`src/rtl/vctrl_pkg.sv`:
```
// Shared types and encodings for the vector execution controller: FSM states,
// opcode / funct3 constants and operand-mux select encodings.
package vctrl_pkg;

  localparam int LANES  = 4;
  localparam int LANE_W = 2;

  localparam logic [6:0] OP_V  = 7'b1010111;
  localparam logic [6:0] OP_VL = 7'b0000111;
  localparam logic [6:0] OP_VS = 7'b0100111;

  localparam logic [2:0] OPIVV  = 3'b000;
  localparam logic [2:0] OPIVX  = 3'b100;
  localparam logic [2:0] OPIVI  = 3'b011;
  localparam logic [2:0] F3_MEM = 3'b110;

  localparam logic [1:0] OPD1_VS2 = 2'd0;
  localparam logic [1:0] OPD1_VS1 = 2'd1;
  localparam logic [1:0] OPD1_RS1 = 2'd2;

  localparam logic [2:0] OPD2_VS1    = 3'd0;
  localparam logic [2:0] OPD2_VS2    = 3'd1;
  localparam logic [2:0] OPD2_RS1    = 3'd2;
  localparam logic [2:0] OPD2_IMM    = 3'd3;
  localparam logic [2:0] OPD2_OFFSET = 3'd4;

  typedef enum logic [2:0] {
    IDLE,
    EXEC,
    MREQ,
    MWAIT,
    LDWB
  } state_t;

  function automatic logic is_mem_op(input logic [6:0] op, input logic [2:0] f3);
    return ((op == OP_VL) || (op == OP_VS)) && (f3 == F3_MEM);
  endfunction

endpackage

```
`src/rtl/vexec_ctrl_if.sv`:
```
// Element-wide memory request/response channel between the vector controller
// (master) and the data memory (slave).
interface vexec_ctrl_if;
  logic        mem_req;
  logic        mem_we;
  logic [31:0] mem_addr;
  logic [31:0] mem_wdata;
  logic        mem_gnt;
  logic        mem_rvalid;
  logic [31:0] mem_rdata;

  modport master (
    output mem_req, mem_we, mem_addr, mem_wdata,
    input  mem_gnt, mem_rvalid, mem_rdata
  );

  modport slave (
    input  mem_req, mem_we, mem_addr, mem_wdata,
    output mem_gnt, mem_rvalid, mem_rdata
  );
endinterface

```
`src/rtl/vlane_pick.sv`:
```
// Combinational active-lane finder: returns the lowest set mask bit strictly
// above cur (or from lane 0 when from_start is set), plus a none flag.
module vlane_pick
  import vctrl_pkg::*;
(
  input  logic [LANES-1:0]  mask,
  input  logic [LANE_W-1:0] cur,
  input  logic              from_start,
  output logic [LANE_W-1:0] next_lane,
  output logic              none
);

  logic [LANES-1:0] cand;

  for (genvar gi = 0; gi < LANES; gi++) begin : g_cand
    assign cand[gi] = mask[gi] & (from_start | (LANE_W'(gi) > cur));
  end

  // Descending scan so the lowest candidate wins.
  always_comb begin
    next_lane = '0;
    for (int i = LANES - 1; i >= 0; i--) begin
      if (cand[i]) next_lane = LANE_W'(i);
    end
  end

  assign none = ~|cand;

endmodule

```
`src/rtl/vexec_ctrl.sv`:
```
// Sequencing controller for the 4-lane vector datapath: ALU issue plus lane-by-lane
// load/store walking. Optional memory watchdog enabled by VCTRL_TIMEOUT_EN.
module vexec_ctrl
  import vctrl_pkg::*;
#(
  parameter int VLEN = 128,
  parameter int ELEN = 32
`ifdef VCTRL_TIMEOUT_EN
  , parameter int TIMEOUT_CYCLES = 255
`endif
) (
  input  logic             clk,
  input  logic             rst,
  input  logic             inst_valid,
  output logic             inst_ready,
  input  logic [31:0]      inst_in,
  output logic [31:0]      inst,
  input  logic [LANES-1:0] vm,
  input  logic [VLEN-1:0]  valu_out,
  input  logic [VLEN-1:0]  vs3,
  output logic [1:0]       Opd1Sel,
  output logic [2:0]       Opd2Sel,
  output logic             WBSel,
  output logic [LANES-1:0] VWEn,
  output logic [VLEN-1:0]  XDMEM,
  vexec_ctrl_if.master     mem,
  output logic             done,
  output logic             illegal
`ifdef VCTRL_TIMEOUT_EN
  , output logic           err
`endif
);

  state_t            state_reg, state_next;
  logic [31:0]       inst_reg, inst_next;
  logic [LANES-1:0]  lane_en_reg, lane_en_next;
  logic [LANE_W-1:0] lane_reg, lane_next;
  logic              first_reg, first_next;
  logic [VLEN-1:0]   xdmem_reg, xdmem_next;

`ifdef VCTRL_TIMEOUT_EN
  localparam int CNT_W = $clog2(TIMEOUT_CYCLES + 1);
  logic [CNT_W-1:0]  cnt_reg, cnt_next;
  logic              err_reg, err_next;
`endif

  logic [ELEN-1:0]   addr_lane  [LANES];
  logic [ELEN-1:0]   wdata_lane [LANES];

  for (genvar gi = 0; gi < LANES; gi++) begin : g_lane
    assign addr_lane[gi]  = valu_out[gi*ELEN +: ELEN];
    assign wdata_lane[gi] = vs3[gi*ELEN +: ELEN];
  end

  // The datapath mask is only valid once inst is on the datapath, so the first
  // cycle after accept uses vm directly while it is being captured.
  logic [LANES-1:0]  eff_mask;
  logic [LANE_W-1:0] first_lane, lane_cur, nxt_lane;
  logic              mask_none, nxt_none;

  assign eff_mask = first_reg ? vm : lane_en_reg;

  vlane_pick u_first_pick (
    .mask       (eff_mask),
    .cur        ('0),
    .from_start (1'b1),
    .next_lane  (first_lane),
    .none       (mask_none)
  );

  assign lane_cur = first_reg ? first_lane : lane_reg;

  vlane_pick u_next_pick (
    .mask       (eff_mask),
    .cur        (lane_cur),
    .from_start (1'b0),
    .next_lane  (nxt_lane),
    .none       (nxt_none)
  );

  logic [6:0] in_op, cur_op;
  logic [2:0] in_f3, cur_f3;
  logic       is_store;
  logic       req_c, we_c;

  assign in_op    = inst_in[6:0];
  assign in_f3    = inst_in[14:12];
  assign cur_op   = inst_reg[6:0];
  assign cur_f3   = inst_reg[14:12];
  assign is_store = (cur_op == OP_VS);

  always_comb begin
    state_next   = state_reg;
    inst_next    = inst_reg;
    lane_en_next = first_reg ? vm : lane_en_reg;
    lane_next    = lane_reg;
    first_next   = 1'b0;
    xdmem_next   = xdmem_reg;
    inst_ready   = 1'b0;
    Opd1Sel      = OPD1_VS2;
    Opd2Sel      = OPD2_VS1;
    WBSel        = 1'b0;
    VWEn         = '0;
    req_c        = 1'b0;
    we_c         = 1'b0;
    done         = 1'b0;
    illegal      = 1'b0;
`ifdef VCTRL_TIMEOUT_EN
    cnt_next     = '0;
    err_next     = err_reg;
`endif

    unique case (state_reg)
      IDLE: begin
        inst_ready = 1'b1;
        if (inst_valid) begin
          if (in_op == OP_V) begin
            inst_next  = inst_in;
            first_next = 1'b1;
            state_next = EXEC;
          end else if (is_mem_op(in_op, in_f3)) begin
            inst_next  = inst_in;
            first_next = 1'b1;
            state_next = MREQ;
          end else begin
            illegal = 1'b1;
          end
        end
      end

      EXEC: begin
        state_next = IDLE;
        if (cur_f3 == OPIVV || cur_f3 == OPIVX || cur_f3 == OPIVI) begin
          Opd2Sel = (cur_f3 == OPIVV) ? OPD2_VS1 :
                    (cur_f3 == OPIVX) ? OPD2_RS1 : OPD2_IMM;
          VWEn    = '1;
          done    = 1'b1;
        end else begin
          illegal = 1'b1;
        end
      end

      MREQ: begin
        Opd1Sel   = OPD1_RS1;
        Opd2Sel   = OPD2_OFFSET;
        lane_next = lane_cur;
        if (mask_none) begin
          if (is_store) begin
            done       = 1'b1;
            state_next = IDLE;
          end else begin
            state_next = LDWB;
          end
        end else begin
          req_c = 1'b1;
          we_c  = is_store;
          if (mem.mem_gnt) begin
            if (!is_store) begin
              state_next = MWAIT;
            end else if (nxt_none) begin
              done       = 1'b1;
              state_next = IDLE;
            end else begin
              lane_next = nxt_lane;
            end
          end
        end
      end

      MWAIT: begin
        Opd1Sel = OPD1_RS1;
        Opd2Sel = OPD2_OFFSET;
        if (mem.mem_rvalid) begin
          xdmem_next[lane_reg*ELEN +: ELEN] = mem.mem_rdata;
          if (nxt_none) begin
            state_next = LDWB;
          end else begin
            lane_next  = nxt_lane;
            state_next = MREQ;
          end
        end
      end

      LDWB: begin
        Opd1Sel    = OPD1_RS1;
        Opd2Sel    = OPD2_OFFSET;
        WBSel      = 1'b1;
        VWEn       = lane_en_reg;
        done       = 1'b1;
        state_next = IDLE;
      end

      default: state_next = IDLE;
    endcase

`ifdef VCTRL_TIMEOUT_EN
    if ((state_reg == MREQ && !mem.mem_gnt) || (state_reg == MWAIT && !mem.mem_rvalid))
      cnt_next = cnt_reg + 1'b1;
    // Watchdog overrides any handshake seen in the expiry cycle.
    if ((state_reg == MREQ || state_reg == MWAIT) && cnt_reg == CNT_W'(TIMEOUT_CYCLES)) begin
      req_c      = 1'b0;
      we_c       = 1'b0;
      done       = 1'b1;
      err_next   = 1'b1;
      cnt_next   = '0;
      lane_next  = lane_reg;
      xdmem_next = xdmem_reg;
      state_next = IDLE;
    end
`endif
  end

  always_ff @(posedge clk or posedge rst) begin
    if (rst) begin
      state_reg   <= IDLE;
      inst_reg    <= '0;
      lane_en_reg <= '0;
      lane_reg    <= '0;
      first_reg   <= 1'b0;
      xdmem_reg   <= '0;
`ifdef VCTRL_TIMEOUT_EN
      cnt_reg     <= '0;
      err_reg     <= 1'b0;
`endif
    end else begin
      state_reg   <= state_next;
      inst_reg    <= inst_next;
      lane_en_reg <= lane_en_next;
      lane_reg    <= lane_next;
      first_reg   <= first_next;
      xdmem_reg   <= xdmem_next;
`ifdef VCTRL_TIMEOUT_EN
      cnt_reg     <= cnt_next;
      err_reg     <= err_next;
`endif
    end
  end

  assign inst          = inst_reg;
  assign XDMEM         = xdmem_reg;
  assign mem.mem_req   = req_c;
  assign mem.mem_we    = we_c;
  assign mem.mem_addr  = req_c ? addr_lane[lane_cur] : '0;
  assign mem.mem_wdata = req_c ? wdata_lane[lane_cur] : '0;
`ifdef VCTRL_TIMEOUT_EN
  assign err           = err_reg;
`endif

endmodule
```
`src/flat_wrapper.sv`:
```
// flat-port wrapper written by rule: the top's interface ports become plain ports
module vexec_ctrl_flat import vctrl_pkg::*;
#(
  parameter int VLEN = 128,
  parameter int ELEN = 32

)
  (clk, rst, inst_valid, inst_ready, inst_in, inst, vm, valu_out, vs3, Opd1Sel, Opd2Sel, WBSel, VWEn, XDMEM, done, illegal, mem_mem_req, mem_mem_we, mem_mem_addr, mem_mem_wdata, mem_mem_gnt, mem_mem_rvalid, mem_mem_rdata);
  vexec_ctrl_if mem_i ();
  input  logic clk;
  input  logic rst;
  input  logic inst_valid;
  output logic inst_ready;
  input  logic [31:0] inst_in;
  output logic [31:0] inst;
  input  logic [LANES-1:0] vm;
  input  logic [VLEN-1:0] valu_out;
  input  logic [VLEN-1:0] vs3;
  output logic [1:0] Opd1Sel;
  output logic [2:0] Opd2Sel;
  output logic WBSel;
  output logic [LANES-1:0] VWEn;
  output logic [VLEN-1:0] XDMEM;
  output logic done;
  output logic illegal;
  output wire logic [$bits(mem_i.mem_req)-1:0] mem_mem_req;
  output wire logic [$bits(mem_i.mem_we)-1:0] mem_mem_we;
  output wire logic [$bits(mem_i.mem_addr)-1:0] mem_mem_addr;
  output wire logic [$bits(mem_i.mem_wdata)-1:0] mem_mem_wdata;
  input wire logic [$bits(mem_i.mem_gnt)-1:0] mem_mem_gnt;
  input wire logic [$bits(mem_i.mem_rvalid)-1:0] mem_mem_rvalid;
  input wire logic [$bits(mem_i.mem_rdata)-1:0] mem_mem_rdata;
  assign mem_mem_req = mem_i.mem_req;
  assign mem_mem_we = mem_i.mem_we;
  assign mem_mem_addr = mem_i.mem_addr;
  assign mem_mem_wdata = mem_i.mem_wdata;
  assign mem_i.mem_gnt = mem_mem_gnt;
  assign mem_i.mem_rvalid = mem_mem_rvalid;
  assign mem_i.mem_rdata = mem_mem_rdata;
  vexec_ctrl #(.VLEN(VLEN), .ELEN(ELEN)) u_core (.clk(clk), .rst(rst), .inst_valid(inst_valid), .inst_ready(inst_ready), .inst_in(inst_in), .inst(inst), .vm(vm), .valu_out(valu_out), .vs3(vs3), .Opd1Sel(Opd1Sel), .Opd2Sel(Opd2Sel), .WBSel(WBSel), .VWEn(VWEn), .XDMEM(XDMEM), .mem(mem_i), .done(done), .illegal(illegal));
endmodule
```
`config.mk`:
```
export PLATFORM = sky130hd
export DESIGN_NAME = vexec_ctrl_flat
export DESIGN_NICKNAME = d
export VERILOG_FILES = /design/src/rtl/vctrl_pkg.sv /design/src/rtl/vexec_ctrl_if.sv /design/src/rtl/vlane_pick.sv /design/src/rtl/vexec_ctrl.sv /design/src/flat_wrapper.sv
export SDC_FILE = /design/constraint.sdc
export NUM_CORES = 1
export LEC_CHECK = 0
export CAP_MARGIN = 20
export CORE_AREA = 2 2 219 221
export DETAILED_ROUTE_END_ITERATION = 8
export DIE_AREA = 0 0 221 223
export MAX_ROUTING_LAYER = met4
export PLACE_DENSITY_LB_ADDON = 0.2
export REMOVE_ABC_BUFFERS = 1
export SLEW_MARGIN = 20
export SYNTH_ARGS = -nofsm -noshare
export SYNTH_HDL_FRONTEND = slang
export SYNTH_SLANG_ARGS = --single-unit
```
`constraint.sdc`:
```
create_clock -name clk -period 5.8 [get_ports clk]
set_input_delay 1.16 -clock clk [delete_from_list [all_inputs] [get_ports clk]]
set_output_delay 1.16 -clock clk [all_outputs]
set_load 0.005 [all_outputs]
```
# Yosys cells after proc, flatten, opt, wreduce, memory -nomap -nowiden
# Index checks and enable logic that the tools add are counted.
# totals
input_bits	329
out_inout_bits	239
word_cells	119
register_bits	170
# classes
bitwise_logic	5
muxes	68
shift	2
eq_ne	17
n_lt_le_gt_ge	5
n_reduce_logical	15
addsub	1
# ops
cell	count
$mux 32	8
$bmux 32 s2	2
$bwmux 128	1
$shift 32x34->128 const A	1
$shiftx 32x34->128	1
$mux 3	12
$neg 7->34	1
$mux 2	16
$mux 1	21
$eq 7x6->1 const B	2
$eq 3x2->1 const B	3
$eq 3x3->1 const B	3
$pmux 3 s3	1
$mux 4	2
$pmux 4 s2	1
$reduce_or 4->1	2
$eq 7x3->1 const B	1
$eq 7x7->1 const B	1
$logic_not 3->1	2
$ne 2x2->1 const B	3
$pmux 3 s2	1
$reduce_and 3->1	2
$reduce_and 5->1	1
$and 1x1->1	4
16 further kinds	21

# Longest topological paths before layout
# depth
depth_word	17
mapped_depth	8
mapped_depth_nobuf	6

# Hierarchy
# A second synthesis with hierarchy kept.
# unflattened
cells_unflattened	905
area_unflattened_um2	9230.1
# modules_own_cells
mod	area_per_inst_um2	n_inst	seq_area_each_um2	cells_each
vexec_ctrl	9052.4	1	4254.1	875
vlane_pick	88.8	2	0.0	15

# Worst setup path before layout
# OpenSTA, ideal clock, no wires.
# synth_path
kind	in2out
start	in vm[3]
end	out mem_mem_addr[10]
setup_slack_ps	2047
n_path_buf	2
arrival_time_ps	2593
required_ps	4640
stages	6
path_cell_list	nor2b_1 > o311ai_4 > buf_6 > buf_6 > mux4_2 > and2_1
# synth_via
elab_chain_len	11
elab_cells_between_ends	14
# synth_rtl
element	line_no	source
start: declaration	flat_wrapper.sv:16	input logic [LANES-1:0] vm;
$mux 4 (*)	-	
$mux 2 (4 in a row)	vlane_pick.sv:23	if (cand[i]) next_lane = LANE_W'(i);
$mux 2	vexec_ctrl.sv:71	assign lane_cur = first_reg ? first_lane : lane_reg;
$not 2->3 (not written as such)	vexec_ctrl.sv:243	assign mem.mem_addr = req_c ? addr_lane[lane_cur] : '0;
$bmux 32 s2	vexec_ctrl.sv:243	
$mux 32 (not written as such) (2 in a row)	vexec_ctrl.sv:243	
$mux 32 (*)	vexec_ctrl.sv:243	
end: declaration	flat_wrapper.sv:28	output wire logic [$bits(mem_i.mem_addr)-1:0] mem_mem_addr;
# Every way passes the cells marked *; elsewhere a longest branch is shown, timed or not. The select of a mux whose other input is x is not followed.

# Worst setup path in the final report
# layout_path
start	in vm[1]
end	out mem_mem_wdata[22]
# layout_via
elab_chain_len	9
elab_cells_between_ends	12
# layout_rtl
element	line_no	source
$mux 4 (*)	-	
$mux 2 (2 in a row)	vlane_pick.sv:23	
$mux 2	vexec_ctrl.sv:71	
$not 2->3 (not written as such)	vexec_ctrl.sv:244	assign mem.mem_wdata = req_c ? wdata_lane[lane_cur] : '0;
$bmux 32 s2	vexec_ctrl.sv:244	
$mux 32 (not written as such) (2 in a row)	vexec_ctrl.sv:244	
$mux 32 (*)	vexec_ctrl.sv:244	
end: declaration	flat_wrapper.sv:29	output wire logic [$bits(mem_i.mem_wdata)-1:0] mem_mem_wdata;
# Marked as above.

==> run_results.csv <==
group,metric,value,unit
outcome,status,"finished, final reports clean",
placed_design,port_buffers,566,
setup_path,r2r-start,"u_core.lane_reg[0]",
clock_network,ctsResizeCount,0,
sta,whs,480.5,ps
clock_network,clock_latency,450,ps
setup_path,r2r_end,"u_core.XDMEM[70]",
sta,drv_slew,0,
sta,fin_skew,12.67,ps
setup_path,crit_end,"mem_mem_wdata[22]",
sta,fin_crit,5179,ps
setup_path,crit_arrival,4020,ps
power_and_ir_drop,power.total,5290,uW
sta,worstMarginPinSlew,1027,ps
clock_network,root_buffer,"clkbuf_16",
drt,drt_first_iter_violations,428,
drt,antenna_left,0,
logic_synthesis,ys.flop_type,"dfrtp_1",
setup_path,worst-path-max-fanout,36,
setup_path,cp-end-kind,"output pin",
clock_network,h-tree-depth,4,
sta,finalHoldViolCount,0,
finish,largest_register_ffs,128,
logic_synthesis,synthMuxAreaShare,0.1999,
placed_design,gp_congestion,0.8941,
clock_network,numCtsBuffers,17,
logic_synthesis,synth_top_family_by_area,"multiplexers",
drt,routedWlPerCell,22.14,um
logic_synthesis,synth-compound-area-share,0.1038,
logic_synthesis,synth-simple-area-share,0.1880,
drt,drc,0,
finish,design_area,16180,um^2
drt,via_per_inst,4.304,
run,drv_cap,0,
setup_path,start_kind,"input pin",
clock_network,cts_hold_buf,0,
power_and_ir_drop,ir_drop,0.0002564,V
finish,drive_above_1_share,0.1160,
placed_design,place_area,15500,um^2
global_routing,grt_use_total,0.1877,
clock_network,clockBufferDepth,2,
global_routing,grt_pass1_wl,65520,um
setup_path,r2r_slack,3040,ps
die,initial_core_util,0.1938,
setup_path,path_class,"input pin to output pin",
logic_synthesis,synth_xor_area_frac,0,
die,fp.coreArea,47150,um^2
drt,drt_wl_total,45560,um
placed_design,dp_hpwl,36350,um
logic_synthesis,synth_edf_count,0,
die,die_h,223,um
logic_synthesis,syn_area_per_cell,10.29,um^2
sta,fin_crit_sh,0.8929,
logic_synthesis,synthAdderAreaFrac,0.006846,
global_routing,grt_pass1_vias,9093,
sta,finalSetupViolCount,0,
sta,timing.setup.tns,0,ps
finish,areaGrowthSynthToFinish,77.08,%
global_routing,grt_max_degree,91,
finish,nNetsFinal,1762,
clock_network,clkTransAtPathRegs,60,ps
die,rows,80,
drt,firstDrtPassIters,4,
logic_synthesis,seq_area_frac_synth,0.4655,
power_and_ir_drop,power.density,326.9,nW/um^2
finish,final_util,0.3433,
setup_path,worstSetupStartpoint,"vm[1]",
clock_network,clkSinkCount,170,
clock_network,cts_tree,"done",
logic_synthesis,synth.distinct_cells,54,
logic_synthesis,yosysWarnings,0,
power_and_ir_drop,p_leak,0.006350,uW
die,die-area,49280,um^2
logic_synthesis,netlist_area,9139,um^2
drt,dr_total_vias,8858,
setup_path,crit_required,4640,ps
sta,rsz0062_at_grt,"no",
die,ios,568,
global_routing,antenna_found_initial,12,
worst_hold_path,hold_depth,2,
setup_path,r2r_cells,6,
clock_network,cts_setup_buffers,0,
logic_synthesis,synthArstFlopShare,1.000,
sta,fmaxAchievable,0.1931,GHz
sta,relSlewSlack,0.3122,
global_routing,grt_overflow,0,
die,die_w,221,um
logic_synthesis,ys_ff_latch,170,
logic_synthesis,syn_inst,888,
worst_hold_path,hold_path.class,"flip-flop to flip-flop",
[through the flow]
step,setup slack [ps],instances
after CTS,583.9,2055
after global placement,621.9,2024
after global routing,437.6,2057
final,621.2,2058
after detailed placement,576.9,2024
after floorplan,-269.2,825
[layout make-up]
class,count,area (um^2)
multi-input cells,648,4599
clock buffers,18,439.2
inverters,7,31.28
flip-flops and latches,170,4254
well taps,615,769.5
fillers,4880,30960
diodes,3,7.507
repair buffers,584,5851
clock inverters,13,231.5
[layout by cell type, fill, tap and decap left out, types with 5 or more instances in the layout]
master and instances:
a21o_1 5, a21oi_1 5, and2_1 66, buf_4 14, bufinv_16 5, clkbuf_16 17, clkdlybuf4s50_1 566, dfrtp_1 170
ha_1 5, mux2_2 32, mux4_2 64, nand2_1 263, nand2b_1 5, nor2_1 10, o21ai_0 81, o21ai_1 52
[worst min-delay path by stage]
stage / from / endpoint / slack (ps)
3_5_place_dp: u_core.XDMEM[69] / u_core.XDMEM[69] / 470
6_report: u_core.XDMEM[26] / u_core.XDMEM[26] / 480
5_1_grt: u_core.XDMEM[80] / u_core.XDMEM[80] / 510
3_3_place_gp: u_core.XDMEM[57] / u_core.XDMEM[57] / 460
2_1_floorplan: u_core.XDMEM[0] / u_core.XDMEM[0] / 470
4_1_cts: u_core.XDMEM[88] / u_core.XDMEM[88] / 490
[cell families (layout without fill, tap and decap cells)]
kind of cell,count (synthesis),count (layout)
other,1,4
and+or+nand+nor,381,381
AOI/OAI and AO/OA,163,163
DFF,170,170
adders and majority gates,5,5
muxes,98,98
buffers and inverters,70,622
[layer usage]
layer	vias up	share of wire	global-route usage
li1	4161	-	-
met1	4289	0.37	0.2005
met2	363	0.54	0.3378
met3	45	0.069	0.05228
met4	0	0.024	0.05456
met5	-	0	-
[critical path, cell delays in order]
cell and delay [ps]:
clkdlybuf4s50_1 570, o311ai_4 570, buf_12 340, buf_4 240, mux4_2 500, and2_1 160, clkdlybuf4s50_1 430
[cells in the mapped netlist (all sizes together) (2+ instances only)]
master    n  area (um^2)
nand2   264        993.5
dfrtp   170         4254
o21ai   133        665.6
and2     66        412.9
mux4     64         1441
clkbuf   43        161.4
mux2     33        375.4
buf      20        137.6
nor2     11        43.80
inv       7        26.28
nand3     6        30.03
a21o      5        37.54
a21oi     5        25.02
ha        5        62.56
nand2b    5        31.28
nor3b     5        37.54
a211oi    4        30.03
nor2b     4        25.02
nor3      4        31.28
or2       4        25.03
nor4      3        18.77
a31oi     2        12.51
and3      2        12.51
o21bai    2        15.01
o41ai     2        43.80
[where the power goes]
part	total (uW)	internal [uW]	switching, uW
clock network	1320	788	535
registers	1430	1330	102
logic	2540	1450	1080
total	5290	3570	1720
(Power assumes the default switching activity.)
